### config.mk
export PLATFORM = sky130hd
export DESIGN_NAME = i2s_frame_ctrl
export DESIGN_NICKNAME = d
export VERILOG_FILES = /design/src/rtl/i2s_pkg.sv /design/src/rtl/i2s_ws_gen.sv /design/src/rtl/i2s_frame_ctrl.sv
export SDC_FILE = /design/constraint.sdc
export NUM_CORES = 1
export LEC_CHECK = 0
export ABC_AREA = 1
export BUFFER_PORTS_ARGS = -buffer_cell sky130_fd_sc_hd__buf_2
export CAP_MARGIN = 0
export CORE_ASPECT_RATIO = 1.2
export CORE_MARGIN = 4
export CORE_UTILIZATION = 35
export CTS_CLUSTER_DIAMETER = 200
export DETAILED_ROUTE_END_ITERATION = 12
export GPL_TIMING_DRIVEN = 1
export SLEW_MARGIN = 10
export SYNTH_ARGS = -nofsm -noshare
export SYNTH_HDL_FRONTEND = slang
export SYNTH_SLANG_ARGS = --single-unit
### constraint.sdc
create_clock -name sclk_in -period 2.5 [get_ports sclk_in]
set_input_delay 0.5 -clock sclk_in [delete_from_list [all_inputs] [get_ports sclk_in]]
set_output_delay 0.5 -clock sclk_in [all_outputs]
set_load 0.05 [all_outputs]
### src/rtl/i2s_pkg.sv
// Shared types and constants for the I2S frame controller.
//   frame_state_t : frame sequencer states (IDLE, RUN)
//   DEF_WIDTH     : default bits per channel
//   stereo_t      : one stereo sample pair at the default width
//   cnt_w()       : width of the in-frame bit counter for a given channel width
package i2s_pkg;

  localparam int DEF_WIDTH = 16;

  typedef enum logic {
    IDLE = 1'b0,
    RUN  = 1'b1
  } frame_state_t;

  typedef struct packed {
    logic [DEF_WIDTH-1:0] left;
    logic [DEF_WIDTH-1:0] right;
  } stereo_t;

  // A frame is 2*width sclk cycles; the counter must reach 2*width-1.
  function automatic int cnt_w(input int width);
    return $clog2(2 * width);
  endfunction

endpackage

### src/rtl/i2s_ws_gen.sv
// Word-select / bit-slot generator for the I2S frame controller.
// Owns the in-frame bit counter and the registered word-select.
// Ports:
//   sclk_i      in  : bit clock, rising edge
//   rst_i       in  : synchronous active-high reset
//   run_i       in  : sequencer is in RUN; counter held at 0 otherwise
//   ws_o        out : word-select, 0 for slots 0..WIDTH-1, 1 for WIDTH..2*WIDTH-1
//   cap_tick_o  out : strobe, RUN and slot == CAP_BIT (receiver capture point)
//   load_tick_o out : strobe, RUN and last slot of the frame (tx load / wrap point)
module i2s_ws_gen
  import i2s_pkg::*;
#(
  parameter int WIDTH   = DEF_WIDTH,
  parameter int CAP_BIT = 2
) (
  input  logic sclk_i,
  input  logic rst_i,
  input  logic run_i,
  output logic ws_o,
  output logic cap_tick_o,
  output logic load_tick_o
);

  localparam int               CNT_W    = cnt_w(WIDTH);
  localparam logic [CNT_W-1:0] CNT_LAST = CNT_W'(2 * WIDTH - 1);
  localparam logic [CNT_W-1:0] CNT_HALF = CNT_W'(WIDTH);
  localparam logic [CNT_W-1:0] CNT_CAP  = CNT_W'(CAP_BIT);

  logic [CNT_W-1:0] bit_cnt_q, bit_cnt_d;
  logic             ws_q, ws_d;

  // Outside RUN, and on the wrap slot, the counter returns to 0, so a
  // fresh frame always starts in the left half at slot 0.
  always_comb begin
    bit_cnt_d = '0;
    if (run_i && (bit_cnt_q != CNT_LAST)) bit_cnt_d = bit_cnt_q + CNT_W'(1);
    // ws is registered from the next count so it stays aligned with bit_cnt.
    ws_d = (bit_cnt_d >= CNT_HALF);
  end

  always_ff @(posedge sclk_i) begin
    if (rst_i) begin
      bit_cnt_q <= '0;
      ws_q      <= 1'b0;
    end else begin
      bit_cnt_q <= bit_cnt_d;
      ws_q      <= ws_d;
    end
  end

  assign ws_o        = ws_q;
  assign cap_tick_o  = run_i && (bit_cnt_q == CNT_CAP);
  assign load_tick_o = run_i && (bit_cnt_q == CNT_LAST);

endmodule

### src/rtl/i2s_frame_ctrl.sv
// Master-mode I2S frame controller.
// Generates word-select, captures each stereo frame from the I2S receiver,
// hands it to the DSP stage (valid/ready), takes the processed frame back
// into a one-deep hold register and loads it into the I2S transmitter at
// the end of the frame so it goes out starting at the next frame's MSB slot.
// Optional feature: define I2S_UNDERRUN_CNT_EN to add underrun_cnt[15:0].
// Ports:
//   sclk_in                  in  : sole clock, rising edge
//   rst                      in  : synchronous active-high reset
//   en                       in  : run frames; when dropped the current frame completes
//   ws_gen                   out : word-select (0 left, 1 right)
//   rx_left/rx_right         in  : latest samples from the receiver
//   tx_left/tx_right         out : samples to the transmitter
//   dsp_in_l/r, dsp_in_valid out : captured frame towards DSP
//   dsp_in_ready             in  : DSP accepts captured frame
//   dsp_out_l/r, _valid      in  : processed frame from DSP
//   dsp_out_ready            out : hold register empty
//   clr_status               in  : clear sticky flags (and counter)
//   overrun / underrun       out : sticky error flags
//   underrun_cnt             out : saturating underrun event count (optional)
module i2s_frame_ctrl
  import i2s_pkg::*;
#(
  parameter int WIDTH   = DEF_WIDTH,
  parameter int CAP_BIT = 2
) (
  input  logic             sclk_in,
  input  logic             rst,
  input  logic             en,
  output logic             ws_gen,
  input  logic [WIDTH-1:0] rx_left,
  input  logic [WIDTH-1:0] rx_right,
  output logic [WIDTH-1:0] tx_left,
  output logic [WIDTH-1:0] tx_right,
  output logic [WIDTH-1:0] dsp_in_l,
  output logic [WIDTH-1:0] dsp_in_r,
  output logic             dsp_in_valid,
  input  logic             dsp_in_ready,
  input  logic [WIDTH-1:0] dsp_out_l,
  input  logic [WIDTH-1:0] dsp_out_r,
  input  logic             dsp_out_valid,
  output logic             dsp_out_ready,
  input  logic             clr_status,
  output logic             overrun,
  output logic             underrun
`ifdef I2S_UNDERRUN_CNT_EN
  ,
  output logic [15:0]      underrun_cnt
`endif
);

  // ---------------------------------------------------------------
  // Frame sequencer
  // ---------------------------------------------------------------
  frame_state_t state_q, state_d;
  logic         run;
  logic         cap_tick;
  logic         load_tick;

  assign run = (state_q == RUN);

  i2s_ws_gen #(
    .WIDTH   (WIDTH),
    .CAP_BIT (CAP_BIT)
  ) u_ws_gen (
    .sclk_i      (sclk_in),
    .rst_i       (rst),
    .run_i       (run),
    .ws_o        (ws_gen),
    .cap_tick_o  (cap_tick),
    .load_tick_o (load_tick)
  );

  always_ff @(posedge sclk_in) begin
    if (rst) state_q <= IDLE;
    else     state_q <= state_d;
  end

  // load_tick is also the wrap slot: dropping en only takes effect there.
  always_comb begin
    state_d = state_q;
    unique case (state_q)
      IDLE:    if (en) state_d = RUN;
      RUN:     if (load_tick && !en) state_d = IDLE;
      default: state_d = IDLE;
    endcase
  end

  // ---------------------------------------------------------------
  // Datapath: capture, hold register, tx load, flags
  // ---------------------------------------------------------------
  logic [WIDTH-1:0] in_l_q, in_l_d, in_r_q, in_r_d;
  logic             in_vld_q, in_vld_d;
  logic [WIDTH-1:0] hold_l_q, hold_l_d, hold_r_q, hold_r_d;
  logic             hold_full_q, hold_full_d;
  logic [WIDTH-1:0] tx_l_q, tx_l_d, tx_r_q, tx_r_d;
  logic             ovr_q, ovr_d, und_q, und_d;

  logic in_hs, out_hs, ovr_set, und_set;

  assign in_hs   = in_vld_q && dsp_in_ready;
  assign out_hs  = dsp_out_valid && !hold_full_q;
  // A capture on top of an unconsumed frame loses it, unless the DSP
  // takes the old frame on the very same edge.
  assign ovr_set = cap_tick && in_vld_q && !dsp_in_ready;
  // Judged on the registered hold state: an accept in the load cycle
  // cannot feed this load.
  assign und_set = load_tick && !hold_full_q;

  always_comb begin
    in_l_d      = in_l_q;
    in_r_d      = in_r_q;
    in_vld_d    = in_vld_q;
    hold_l_d    = hold_l_q;
    hold_r_d    = hold_r_q;
    hold_full_d = hold_full_q;
    tx_l_d      = tx_l_q;
    tx_r_d      = tx_r_q;
    ovr_d       = ovr_q;
    und_d       = und_q;

    // DSP-in side; capture overrides a same-cycle handshake clear.
    if (in_hs) in_vld_d = 1'b0;
    if (cap_tick) begin
      in_l_d   = rx_left;
      in_r_d   = rx_right;
      in_vld_d = 1'b1;
    end

    // TX load drains the hold register; on an empty hold tx repeats.
    if (load_tick && hold_full_q) begin
      tx_l_d      = hold_l_q;
      tx_r_d      = hold_r_q;
      hold_full_d = 1'b0;
    end
    // out_hs requires an empty hold, so it never collides with the drain.
    if (out_hs) begin
      hold_l_d    = dsp_out_l;
      hold_r_d    = dsp_out_r;
      hold_full_d = 1'b1;
    end

    // Set wins over clear.
    if (clr_status) begin
      ovr_d = 1'b0;
      und_d = 1'b0;
    end
    if (ovr_set) ovr_d = 1'b1;
    if (und_set) und_d = 1'b1;
  end

  always_ff @(posedge sclk_in) begin
    if (rst) begin
      in_l_q      <= '0;
      in_r_q      <= '0;
      in_vld_q    <= 1'b0;
      hold_l_q    <= '0;
      hold_r_q    <= '0;
      hold_full_q <= 1'b0;
      tx_l_q      <= '0;
      tx_r_q      <= '0;
      ovr_q       <= 1'b0;
      und_q       <= 1'b0;
    end else begin
      in_l_q      <= in_l_d;
      in_r_q      <= in_r_d;
      in_vld_q    <= in_vld_d;
      hold_l_q    <= hold_l_d;
      hold_r_q    <= hold_r_d;
      hold_full_q <= hold_full_d;
      tx_l_q      <= tx_l_d;
      tx_r_q      <= tx_r_d;
      ovr_q       <= ovr_d;
      und_q       <= und_d;
    end
  end

  assign dsp_in_l      = in_l_q;
  assign dsp_in_r      = in_r_q;
  assign dsp_in_valid  = in_vld_q;
  assign dsp_out_ready = !hold_full_q;
  assign tx_left       = tx_l_q;
  assign tx_right      = tx_r_q;
  assign overrun       = ovr_q;
  assign underrun      = und_q;

`ifdef I2S_UNDERRUN_CNT_EN
  // Saturating event counter; clear wins over increment.
  logic [15:0] ucnt_q, ucnt_d;

  always_comb begin
    ucnt_d = ucnt_q;
    if (clr_status)                          ucnt_d = '0;
    else if (und_set && (ucnt_q != 16'hFFFF)) ucnt_d = ucnt_q + 16'd1;
  end

  always_ff @(posedge sclk_in) begin
    if (rst) ucnt_q <= '0;
    else     ucnt_q <= ucnt_d;
  end

  assign underrun_cnt = ucnt_q;
`endif

endmodule

## Word level (Yosys, flattened, before mapping)

Index checks and enable logic that the tools add are counted.

- Register bits: 107
- Latch bits: 0
- Bits in writable memories: 0
- Memory bits (read-only): 0
- Input bits: 70
- Output and inout port bits: 69
- Memories kept: 0

- $add $sub $neg: 1
- $mul: 0
- Divide/modulo/power cells: 0
- Magnitude comparators: 1
- Eq/ne operators: 3
- Shifts and indexed selects: 0
- Muxes and demuxes: 11
- Bitwise gates (word level): 1
- Reduce and logical (&&, ||, !) cells: 17

Operator list:

| cell | count |
|---|---|
| $logic_and A1 B1 Y1 | 10 |
| $mux W1 | 9 |
| $reduce_bool A2 Y1 | 4 |
| $add A5 B1 Y5 const B | 1 |
| $eq A5 B2 Y1 const B | 1 |
| $eq A5 B5 Y1 const B | 1 |
| $ge A5 B5 Y1 const B | 1 |
| $mux W5 | 1 |
| $ne A5 B5 Y1 const B | 1 |
| $logic_not A1 Y1 | 3 |
| $pmux W1 S2 | 1 |
| $not A1 Y1 | 1 |

## Longest topological paths before layout

Gate-level depths: netlist of the first run.

- Word-level depth: 5
- Depth in mapped cells: 9
- Mapped depth without buffers: 8

## By module

From an unflattened synthesis of the first run, not the netlist that was laid out.

- Cells, all modules: 539
- Area total of the unflattened synthesis: 3988.8 sq um

By module, submodules not included:

| module | instances | cells an instance | area each (sq um) | seq. area each (sq um) |
|---|---|---|---|---|
| i2s_frame_ctrl | 1 | 507 | 3743.6 | 2021.9 |
| i2s_ws_gen | 1 | 32 | 245.2 | 100.1 |

## Worst setup path after synthesis of the first run

Ideal clock, no wire load.

- Kind: flip-flop to flip-flop
- Start: register u_ws_gen.ws_o (netlist name)
- End: register tx_l_q[0] (netlist: tx_left[0])
- Data arrival time: 1468 ps
- Data required time: 2357 ps
- Path slack: 889 ps
- Stages on the path, launching flop included: 6
- Buffers on the path: 1
- Path through: dfxtp_1 ha_1 nand3_2 buf_2 nand2_1 a21oi_2

RTL lines:

| element | line | source |
|---|---|---|
| end signal, assigned | i2s_frame_ctrl.sv:171 | `tx_l_q <= tx_l_d;` |
| end, declared | i2s_frame_ctrl.sv:96 | `logic [WIDTH-1:0] tx_l_q, tx_l_d, tx_r_q, tx_r_d;` |

## Worst setup path in the final report of the first run

- Start: register u_ws_gen.bit_cnt_q[0]
- End: register tx_l_q[3] (netlist: tx_left[3])

- Word-level cells in the longest chain between the ends: 3

RTL lines:

| element | line | source |
|---|---|---|
| start, declared | i2s_ws_gen.sv:29 | `logic [CNT_W-1:0] bit_cnt_q, bit_cnt_d;` |
| start signal, assigned | i2s_ws_gen.sv:46 | `bit_cnt_q <= bit_cnt_d;` |
| $eq A5 B5 Y1 | i2s_ws_gen.sv:53 | `assign load_tick_o = run_i && (bit_cnt_q == CNT_LAST);` |
| $logic_and A1 B1 Y1 | i2s_ws_gen.sv:53 |  |
| $logic_and A1 B1 Y1 | i2s_frame_ctrl.sv:131 | `if (load_tick && hold_full_q) begin` |

Every way passes these cells.
A chain may end at the register's enable or synchronous reset.

==> results of run 1 <==
[flip-flops by register name (all words and copies together) (netlist names), 4 cells and up]
register	flops
dsp_in_r	16
dsp_in_l	16
hold_l_q	16
tx_right	16
hold_r_q	16
u_ws_gen.bit_cnt_q	4
tx_left	16
[power groups by stage]
stage	Combinational, mW	Sequential, mW	Clock, mW
2_1_floorplan	0.154	1.84	0
3_3_place_gp	0.277	1.81	0
3_5_place_dp	0.279	1.81	0
4_1_cts	0.281	1.77	1.51
5_1_grt	0.312	1.78	1.58
6_report	0.277	1.77	1.46
[Yosys cell counts, types with 2 or more instances]
| cell type | count |
|---|---|
| sky130_fd_sc_hd__a21oi_1 | 15 |
| sky130_fd_sc_hd__a21oi_2 | 19 |
| sky130_fd_sc_hd__buf_2 | 15 |
| sky130_fd_sc_hd__buf_4 | 4 |
| sky130_fd_sc_hd__buf_6 | 5 |
| sky130_fd_sc_hd__clkbuf_1 | 6 |
| sky130_fd_sc_hd__dfxtp_1 | 106 |
| sky130_fd_sc_hd__ha_1 | 3 |
| sky130_fd_sc_hd__inv_1 | 40 |
| sky130_fd_sc_hd__inv_2 | 3 |
| sky130_fd_sc_hd__nand2_1 | 93 |
| sky130_fd_sc_hd__nand2_2 | 11 |
| sky130_fd_sc_hd__nand3_1 | 35 |
| sky130_fd_sc_hd__nor2_1 | 138 |
| sky130_fd_sc_hd__nor2_2 | 2 |
| sky130_fd_sc_hd__nor2_4 | 3 |
| sky130_fd_sc_hd__o21ai_0 | 32 |
[worst paths after layout]
path | start | to | slack, ns | cells after the start
worst max-delay path | u_ws_gen.bit_cnt_q[0] | tx_left[3] | 0.49 | 8
worst min-delay path | en | run | 0.36 | 3
worst max register to register | u_ws_gen.bit_cnt_q[0] | tx_left[3] | 0.49 | 8
worst min register to register | hold_l_q[2] | tx_left[2] | 0.45 | 2
[cell type report]
class,instances,share of cell area (%)
clock buffer,11,4.89
clock inverter,5,1.16
inverter,44,3.24
multi-input combinational,355,31.5
sequential,106,41.0
tap,157,3.80
timing repair buffer,143,14.3
[routing by layer]
| metal | GRT usage [%] | vias to the layer above | share of wire (%) | wire length [µm] |
|---|---|---|---|---|
| li1 | - | 1902 | - | - |
| met1 | 18.8 | 1636 | 43 | 4420 |
| met2 | 25.6 | 113 | 48 | 4900 |
| met3 | 2.90 | 14 | 7.1 | 730 |
| met4 | 7.07 | 0 | 1.9 | 193 |
| met5 | 0 | - | 0 | 0 |
[stage by stage]
stage                     hold slack (ns)  setup WS, ns
after global routing                0.363         0.281
after global placement              0.444         0.564
after detailed placement            0.447         0.484
final                               0.359         0.491
after CTS                           0.343         0.455
after floorplan                     0.430         0.889
[critical path: stages (launching register included)]
cell and delay [ns]:
sky130_fd_sc_hd__dfxtp_1 0.37, sky130_fd_sc_hd__ha_1 0.18, sky130_fd_sc_hd__nand2_1 0.07, sky130_fd_sc_hd__nor2_1 0.10, sky130_fd_sc_hd__ha_1 0.21, sky130_fd_sc_hd__nand3_2 0.31
sky130_fd_sc_hd__inv_4 0.43, sky130_fd_sc_hd__nand2_1 0.12, sky130_fd_sc_hd__a21oi_2 0.14
[kinds of logic after synthesis]
| kind of cell | Yosys count | synth area share, % |
|---|---|---|
| fa+ha+maj | 3 | 0.911 |
| compound gates | 67 | 9.92 |
| flops | 106 | 51.5 |
| xor+xnor | 1 | 0.212 |
| buf+inv | 76 | 8.98 |
| simple gates | 284 | 28.5 |
==> metrics.txt, run 1 <==
number of instances in the synthesized netlist 537; DRC viols 0; final std cells w/o fill 821; CTS tree built; final-report setup violation count 0; largest fanout of any net on the critical path 33; Synth area leader sky130_fd_sc_hd__dfxtp_1; required time at the worst-slack endpoint 2.77 ns; routability-driven placement congestion ratio 0.754; f_max 0.498 GHz; number of inserted filler cells in the final layout 1204; Async S/R FF share, synth 0%; final routed wirelength across all metal layers 10.2 mm; Fin. Hold Viols 0; number of sinks handled by clock tree synthesis 106; MaxCap Viol Count 0; global-route usage over all layers 15.3%; NetSw 0.835 mW; initial detailed-routing violation count 143; maximum vdd ir drop 0.329 mV; starting utilization of the core area 35.6%; post-route cell area 0.00517 mm²; nature of the critical path startpoint register; width of the chip 107 µm; PwrDens 679 mW/mm²; unrepaired setup endpoints after global routing no; class of the most critical setup path register to register; Leakage Power 2.44 nW; post-route clock skew 0.00911 ns; HPWL after detailed placement 7.15 mm; Primary FF master, synth sky130_fd_sc_hd__dfxtp_1; Syn. warnings 0; # H-tree levels 3; post-synthesis cell type count 24; Avg Vias per Cell 4.46; vias in the first global route 3568; standard-cell row count 43; post-CTS resize count 0; cell area after placement 0.00486 mm²; first-pass GRT wire length 16.6 mm; post-synthesis net count 610; Final #Nets 732; fraction of post-synthesis cell area in the top cell type by area 51.5%; # placed instances 805; synthesized flop and latch total 106; Post CTS Setup Buffer Count 0; total iterations of the first detailed-routing run 6; Clk pwr share 41.6%; final cycle utilization of the critical path 80.4%; area of the mapped netlist 0.00412 mm²; type of the worst min-delay path input port to register; transition time at the pin with the least slew margin 0.752 ns; clock buffers created by TritonCTS 9; count of vias placed by the detailed router 3665; drt wl/cell 12.5 µm; footprint of the multi-input gates 0.00163 mm²; quantity of I/O buffers inserted on ports 138; Worst Path Arrival 2.28 ns; net switching share of the total power 23.8%; share of final-layout standard cells stronger than drive strength 1 30.0%; pin count of the biggest net entering global routing 37; die extent in y 127 µm; Floorplan Core Area 0.0116 mm²; post-layout utilization of the core 44.7%; highest-count cells in the layout ignoring fill and taps 138 x sky130_fd_sc_hd__nor2_1, 138 x sky130_fd_sc_hd__buf_2, 106 x sky130_fd_sc_hd__dfxtp_1; antenna-violating nets left 0; register share of total power 50.5%; Bufs on Longest Clock Path 2; sequential fraction of the synthesis area 51.5%; total power of the final layout 3.51 mW; setup total negative slack 0 ns; total grt overflow 0; number of enable-type register cells in the synthesized netlist 0; Antenna Cells 0; area enclosed by the die boundary 0.0136 mm²; clock insertion delay at the later pin of the skew report 0.34 ns; max-slew violation count 0; kind of end point of the critical path register; Storage cell area 0.00212 mm²; number of primary I/O pins 139; Clk Tree Root Cell sky130_fd_sc_hd__clkbuf_16; mean area per synthesized cell 7.68 µm²; initial antenna violation count 0; synth-to-layout area growth 25.4%; most area-consuming cells after synthesis sky130_fd_sc_hd__dfxtp_1 51%, sky130_fd_sc_hd__nor2_1 13%, sky130_fd_sc_hd__nand2_1 8.5%; result of the run completed; portion of total power attributed to combinational logic 7.9%; relative slew slack 49.8%; internal cell power 2.67 mW; clock slew at reported path FFs 0.07 ns; minimum period implied by the final worst setup slack 2.01 ns; hold_buf cts 0
(Power assumes the default switching activity.)
==> run 2: changes to the inputs <==
==> constraint.sdc (replaced) <==
create_clock -name sclk_in -period 1.7 [get_ports sclk_in]
set_input_delay 0.34 -clock sclk_in [delete_from_list [all_inputs] [get_ports sclk_in]]
set_output_delay 0.34 -clock sclk_in [all_outputs]
set_load 0.05 [all_outputs]
==> metrics.txt, run 2 (synthesis results as in run 1) <==
result of the run completed; CTS tree built; final cycle utilization of the critical path 96.7% (+16 points); Critical Path, Cell by Cell ha_2, nand2_2, nor2_4, ha_4, nand3_4, clkbuf_16, nand2_1, a21oi_2; Antenna Cells 0 (unchanged); global-route usage over all layers 14.8% (-0.47 points); standard-cell row count 43 (unchanged); kind of end point of the critical path register; number of primary I/O pins 139 (unchanged); worst setup slack after layout 0.0559 ns (-0.435 ns); Leakage Power 2.51 nW (+2.9%); max-slew violation count 0 (unchanged); Clk Tree Root Cell sky130_fd_sc_hd__clkbuf_16; f_max 0.608 GHz (+22%); worst-case register-to-register setup slack 0.06 ns (-0.43 ns); minimum period implied by the final worst setup slack 1.64 ns (-0.365 ns); post-route cell area 0.00536 mm² (+3.6%); # H-tree levels 3 (unchanged); HPWL after detailed placement 7.10 mm (-0.78%); initial antenna violation count 0 (unchanged); transition time at the pin with the least slew margin 0.474 ns (-0.278 ns); cell class contributing the biggest share of worst-path delay simple AND/OR/NAND/NOR gates; longest individual stage delay on the worst path 0.34 ns (-0.09 ns); first-pass GRT wire length 16.4 mm (-1.0%); synth-to-layout area growth 29.9%; clock insertion delay at the later pin of the skew report 0.34 ns (about the same); share of final-layout standard cells stronger than drive strength 1 32.1% (+2.1 points); vias in the first global route 3513 (-1.5%); die extent in y 127 µm (unchanged); area enclosed by the die boundary 0.0136 mm² (unchanged); total grt overflow 0 (unchanged); Bufs on Longest Clock Path 2 (unchanged); maximum vdd ir drop 0.413 mV (+26%); required time at the worst-slack endpoint 1.92 ns (-0.85 ns); width of the chip 107 µm (unchanged); routability-driven placement congestion ratio 0.721 (-4.4%); largest fanout of any net on the critical path 7 (-79%); count of vias placed by the detailed router 3744 (+2.2%); crit path max-delay cell type sky130_fd_sc_hd__dfxtp_2; hold_buf cts 0 (unchanged); Avg Vias per Cell 4.49 (+0.68%); antenna-violating nets left 0 (unchanged); Floorplan Core Area 0.0116 mm² (unchanged); Worst Path Arrival 1.86 ns (-0.42 ns); class of the most critical setup path register to register; type of the worst min-delay path input port to register; Fin. Hold Viols 0 (unchanged); clock slew at reported path FFs 0.07 ns (about the same); final routed wirelength across all metal layers 10.5 mm (+2.1%); leading cell type in the layout, fill and taps excluded sky130_fd_sc_hd__buf_2; quantity of I/O buffers inserted on ports 138 (unchanged); Buffers & Inverters on Critical Path 1 (unchanged); initial detailed-routing violation count 196 (+37%); clock buffers created by TritonCTS 9 (unchanged); pin count of the biggest net entering global routing 38 (+2.7%); relative slew slack 68.4% (+19 points); Post-Place Setup Slack -0.00322 ns (-0.487 ns); cell area after placement 0.00493 mm² (+1.6%); total iterations of the first detailed-routing run 4 (-2); highest-count cells in the layout ignoring fill and taps 138 x sky130_fd_sc_hd__buf_2, 137 x sky130_fd_sc_hd__nor2_1, 104 x sky130_fd_sc_hd__dfxtp_1; post-route clock skew 0.00678 ns (-0.00233 ns); Final #Nets 744 (+1.6%); number of sinks handled by clock tree synthesis 106 (unchanged); PwrDens 925 mW/mm² (+36%); starting utilization of the core area 35.6% (unchanged); drt wl/cell 12.6 µm (+0.66%); nature of the critical path startpoint register; MaxCap Viol Count 0 (unchanged); final-report setup violation count 0 (unchanged); DRC viols 0 (unchanged)
==> run 2: tightest hold or removal path: stages <==
cell and delay, ns:
sky130_fd_sc_hd__buf_2 0.08, sky130_fd_sc_hd__nand2_1 0.04, sky130_fd_sc_hd__nand2_1 0.05
==> run 2: area by class of cell <==
cell class,instances,area (µm²)
Sequential cell,106,2120
Inverter,44,178
Fill cell,1164,6210
Tap cell,157,196
Clock buffer,9,225
Timing Repair inverter,1,11.3
Timing Repair Buffer,154,903
Multi-Input combinational cell,355,1660
Clock inverter,7,53.8
==> run 2: layer usage <==
layer / vias up / track usage [%] / wire, µm
met5: - / 0 / 0
met4: 0 / 5.19 / 147
met3: 11 / 3.51 / 726
met2: 111 / 25.0 / 5040
met1: 1691 / 18.3 / 4540
li1: 1931 / - / -
==> run 2: repair_timing <==
| item | CTS | global route |
|---|---|---|
| resized for setup | 1 | 16 |
| cloned | 0 | 4 |
| endpoints found under the setup margin | 12 | 33 |
| setup buffers | 0 | 1 |
| pin swaps | 0 | 1 |
==> run 2: metrics by stage <==
step           util, %  total power, mW  hold WS [ns]  std cells  setup TNS [ns]
6_report          46.3             4.95         0.199        833               0
5_1_grt           46.3             5.20         0.221        833         -0.0484
4_1_cts           45.1             5.03         0.187        828               0
3_3_place_gp      42.7             3.08         0.442        812               0
3_5_place_dp      42.7             3.08         0.449        812        -0.00363
2_1_floorplan        -             2.93         0.430        537               0
==> run 2: where the power goes <==
group	switching, mW	internal [mW]	leakage, nW
sequential	0.0443	2.56	0.863
clock	0.925	1.00	0.128
combinational	0.268	0.152	1.52
total	1.24	3.71	2.51
==> run 2: final timing paths <==
| kind | start | end | cells after the start |
|---|---|---|---|
| setup / recovery | u_ws_gen.bit_cnt_q[0] | tx_left[7] | 8 |
| hold / removal | en | run | 3 |
| setup reg to reg | u_ws_gen.bit_cnt_q[0] | tx_left[7] | 8 |
| hold reg to reg | hold_r_q[3] | tx_right[3] | 2 |
